===== config.mk =====
export PLATFORM = sky130hd
export DESIGN_NAME = gcd_sequencer
export DESIGN_NICKNAME = d
export VERILOG_FILES = /design/src/rtl/gcd_sequencer.sv
export SDC_FILE = /design/constraint.sdc
export NUM_CORES = 1
export LEC_CHECK = 0
export BUFFER_PORTS_ARGS = -buffer_cell sky130_fd_sc_hd__clkbuf_2
export CAP_MARGIN = 20
export CORE_MARGIN = 5
export CORE_UTILIZATION = 50
export CTS_CLUSTER_SIZE = 24
export DETAILED_ROUTE_END_ITERATION = 7
export HOLD_SLACK_MARGIN = 0.15
export PLACE_DENSITY = 0.89
export RECOVER_POWER = 50
export SYNTH_ARGS = -nofsm -noshare
export SYNTH_HDL_FRONTEND = slang
export SYNTH_SLANG_ARGS = --single-unit

===== constraint.sdc =====
create_clock -name clk -period 3.2 [get_ports clk]
set_input_delay 0.16 -clock clk [delete_from_list [all_inputs] [get_ports clk]]
set_output_delay 0.16 -clock clk [all_outputs]
set_load 0.01 [all_outputs]

===== src/rtl/gcd_sequencer.sv =====
// gcd_sequencer: iterative subtract-based GCD controller wrapped around an
// external combinational subtractor.
//
// The two working operands x/y are presented sorted to the subtractor
// (g_vec = larger, l_vec = smaller). Its difference comes back on diff_in and
// replaces x, while y takes the smaller operand. Iteration stops when either
// operand is zero or both are equal. A one-cycle done pulse then marks a valid
// result, which is held until the next accepted start.
//
// Ports:
//   clk      - clock, all state changes on the rising edge
//   rst      - synchronous active-high reset
//   start    - begin a computation (only honoured in IDLE)
//   a_in     - operand A, sampled with an accepted start
//   b_in     - operand B, sampled with an accepted start
//   g_vec    - larger working operand to the subtractor (0 outside RUN)
//   l_vec    - smaller working operand to the subtractor (0 outside RUN)
//   diff_in  - subtractor return, g_vec - l_vec
//   busy     - high while iterating
//   done     - one-cycle pulse when result becomes valid
//   result   - GCD, held until the next accepted start
//   iter_cnt - (GCD_ITER_COUNT_EN only) saturating count of subtraction steps
//
// Build option: define GCD_ITER_COUNT_EN to add the iter_cnt port and counter.

module gcd_sequencer #(
  parameter int unsigned WIDTH = 8
) (
  input  logic             clk,
  input  logic             rst,
  input  logic             start,
  input  logic [WIDTH-1:0] a_in,
  input  logic [WIDTH-1:0] b_in,
  output logic [WIDTH-1:0] g_vec,
  output logic [WIDTH-1:0] l_vec,
  input  logic [WIDTH-1:0] diff_in,
  output logic             busy,
  output logic             done,
  output logic [WIDTH-1:0] result
`ifdef GCD_ITER_COUNT_EN
  ,
  output logic [WIDTH-1:0] iter_cnt
`endif
);

  typedef enum logic [1:0] {
    IDLE = 2'd0,
    RUN  = 2'd1,
    DONE = 2'd2
  } state_t;

  state_t           state;
  state_t           state_next;
  logic [WIDTH-1:0] x;
  logic [WIDTH-1:0] y;
  logic [WIDTH-1:0] op_max;
  logic [WIDTH-1:0] op_min;
  logic             finish;
  logic             step;
  logic             accept;

  // Sorted view of the working operands; ties give x on both sides.
  always_comb begin
    if (x >= y) begin
      op_max = x;
      op_min = y;
    end else begin
      op_max = y;
      op_min = x;
    end
  end

  assign finish = (x == '0) || (y == '0) || (x == y);
  assign step   = (state == RUN) && !finish;
  assign accept = (state == IDLE) && start;

  // State register
  always_ff @(posedge clk) begin
    if (rst) begin
      state <= IDLE;
    end else begin
      state <= state_next;
    end
  end

  // Next-state logic
  always_comb begin
    state_next = state;
    unique case (state)
      IDLE: if (start) state_next = RUN;
      RUN:  if (finish) state_next = DONE;
      DONE: state_next = IDLE;
      default: state_next = IDLE;
    endcase
  end

  // Output logic
  always_comb begin
    g_vec = '0;
    l_vec = '0;
    busy  = 1'b0;
    done  = 1'b0;
    unique case (state)
      RUN: begin
        g_vec = op_max;
        l_vec = op_min;
        busy  = 1'b1;
      end
      DONE:    done = 1'b1;
      default: ;
    endcase
  end

  // Working operands and result
  always_ff @(posedge clk) begin
    if (rst) begin
      x      <= '0;
      y      <= '0;
      result <= '0;
    end else if (accept) begin
      x <= a_in;
      y <= b_in;
    end else if (state == RUN) begin
      // Priority: x zero, then y zero, then equality, else subtract.
      if (x == '0) begin
        result <= y;
      end else if (y == '0) begin
        result <= x;
      end else if (x == y) begin
        result <= x;
      end else begin
        x <= diff_in;
        y <= op_min;
      end
    end
  end

`ifdef GCD_ITER_COUNT_EN
  always_ff @(posedge clk) begin
    if (rst) begin
      iter_cnt <= '0;
    end else if (accept) begin
      iter_cnt <= '0;
    end else if (step && (iter_cnt != '1)) begin
      iter_cnt <= iter_cnt + 1'b1;
    end
  end
`endif

endmodule


==> impl_metrics.yaml <==
outcome:
  outcome: "finished clean"
grt:
  grtUsageMet1_pct: 25.0
  grt_use_met3_pct: 4.16
  antenna_found_initial: 0
  grt_pass1_vias: 1485
  grt_pass1_wl_um: 6890
  grt_start_max_net_pins: 21
  grtUsageMet2_pct: 34.8
  top_usage_layer: "met2"
  overflow: 0
  grtUsageTotal_pct: 20.1
layout:
  layout_common_cells: "42 x clkbuf_2, 32 x nor2_1, 26 x dfxtp_1"
  instances_no_fill: 275
  area_growth_pct: 15.3
  diodes: 0
  stdcell_area_um2: 1900
  layout_commonest_cell: "clkbuf_2"
  layout.nets: 267
  drive_above_1_share_pct: 24.7
placed_design:
  portBuffers: 52
  placed_area_um2: 1880
  placed_cells: 269
  routabilityCongestion: 0.863
  dp.final_hpwl_um: 3220
power_and_ir_drop:
  p_leak_nw: 0.870
  finalPower_mw: 1.30
  power_density_nw_per_um2: 687
  vdd.ir_drop.worst_mv: 0.337
setup_path:
  ff2ff_setup_slack_ps: 580
  crit_type: "reg2reg"
  critPathRequiredTime_ps: 3430
  worstSetupEndpointType: "register"
  cpMaxStageDelayCell: "and2_0"
  path_cells: "or4_1 -> nor2_4 -> nand3b_1 -> and2_0 -> nor2_1 -> a211oi_1"
  arrival_ps: 2860
  start_kind: "register"
  r2r_cells: 6
  cp_max_fo: 16
  critPathMaxStageDelay_ps: 700
sta:
  fin_tns_setup_ps: 0
  fin_skew_ps: 3.03
  rsz0062_at_grt: "false"
  fmax_mhz: 381
  slew_viol_final: 0
  worst_slew_pin_slew_ps: 969
  fin_crit_ps: 2620
  slew_headroom_pct: 35.0
  setup-violations-final: 0
  finalCritPeriodShare_pct: 82.0
  hold_viol: 0
yosys:
  synth_edf_count: 0
  async_reset_ff_share_pct: 0
  yosysWarnings: 0
  synthFlopType: "dfxtp_1"
  seq_area_frac_synth_pct: 31.6
  synthDistinctLibCells: 36
  avgSynthCellArea_um2: 8.95
  syn_inst: 184
  mappedNetlistArea_um2: 1650
  ys_ff_latch: 26
  synthesis.nets: 219
min_path:
  hold_class: "in2reg"
  whs_path_depth: 3
detailed_routing:
  wl_per_cell_um: 15.0
  vias_per_cell: 5.43
  drc_errors: 0
  drt_wl_total_um: 4130
  vias: 1492
  drtPass1Iterations: 4
  postRouteAntennaNets: 0
  drtIter0Drc: 74
job:
  max_cap_violations: 0
clock_tree:
  htree_levels: 1
  cts_buffer_depth: 2
  cts_buffers: 3
  clk_pin_slew_ps: 140
  cts_resized: 0
  insertion_delay_ps: 310
  cts_tree: "built"
  clock-sinks: 26
  cts-root-buf: "clkbuf_4"
die:
  initial_utilization_pct: 53.1
  fp-row-count: 20
  dieArea_um2: 4540
  coreArea_um2: 3100
  die_height_um: 67.4
  num_io_pins: 53
  die_w_um: 67.4
==> through the flow <==
stage               setup slack, ps  util, %  hold WS, ps
detailed placement              788     60.5          493
floorplan                       930        -          381
global route                    284     61.2          153
global placement                863     60.5          483
CTS                             619     62.3          152
finish                          577     61.2          150
==> critical path, delay by kind of cell, from the launching register on <==
kind / cells / cell delay, ps
simple gates: 5 / 1870
flops: 1 / 410
compound gates: 1 / 260
==> Yosys cell counts, types with 2 or more instances <==
library cell  number  area share (%)
a211oi_1          14             6.4
a21oi_1           11             3.3
or4_4              2             1.4
ha_1               8             6.1
a211oi_2           2             1.5
nand2b_1           2            0.76
dfxtp_1           26              32
buf_2              2            0.61
and3_1             8             3.0
nand2_1            4            0.91
nor4_1             3             1.1
clkbuf_1           5             1.1
and2_1             2            0.76
nor2_2             2            0.76
mux2i_1           24              15
a221o_1            8             4.9
nor2_1            32             7.3
inv_1             10             2.3
and4_1             2             1.1
==> final timing paths <==
check / start / endpoint
setup / recovery: x[3]$_SDFFE_PP0P_ / result[6]$_SDFFE_PP0P_
hold / removal: diff_in[6] / x[6]$_SDFFE_PP0P_
setup reg to reg: x[3]$_SDFFE_PP0P_ / result[6]$_SDFFE_PP0P_
hold reg to reg: result[3]$_SDFFE_PP0P_ / result[3]$_SDFFE_PP0P_
==> cell type report <==
class | count | area [um^2]
multi-input cells | 136 | 975
fillers | 333 | 1200
repair buffers | 55 | 275
well taps | 44 | 55.1
flip-flops and latches | 26 | 520
clock buffers | 4 | 36.3
inverters | 10 | 37.5
==> registers in the layout, indices dropped and copies added (netlist names) <==
register  flops
y             8
x             8
state         2
result        8
==> report_power, final <==
part | switching (mW) | leakage, nW | internal (mW)
sequential | 0.0890 | 0.214 | 0.388
combinational | 0.371 | 0.635 | 0.291
clock | 0.0964 | 0.0210 | 0.0695
total | 0.557 | 0.870 | 0.748
==> what timing repair did <==
| item | 4_1_cts | 5_1_grt |
|---|---|---|
| endpoints found under the hold margin | 1 | 0 |
| buffers inserted | 0 | 0 |
| hold buffers | 2 | 0 |
==> metal layers <==
layer	routed length, um	share of wire [%]
met3	256	6.2
met2	2040	49
met5	0	0
met1	1820	44
met4	16	0.39
==> cell families after synthesis <==
| family | synth area share, % |
|---|---|
| flops | 31.6 |
| compound gates | 18.1 |
| buf+inv | 7.83 |
| simple gates | 21.8 |
| mux | 14.6 |
| fa+ha+maj | 6.08 |
No activity file was read; power rests on OpenSTA's default activity.
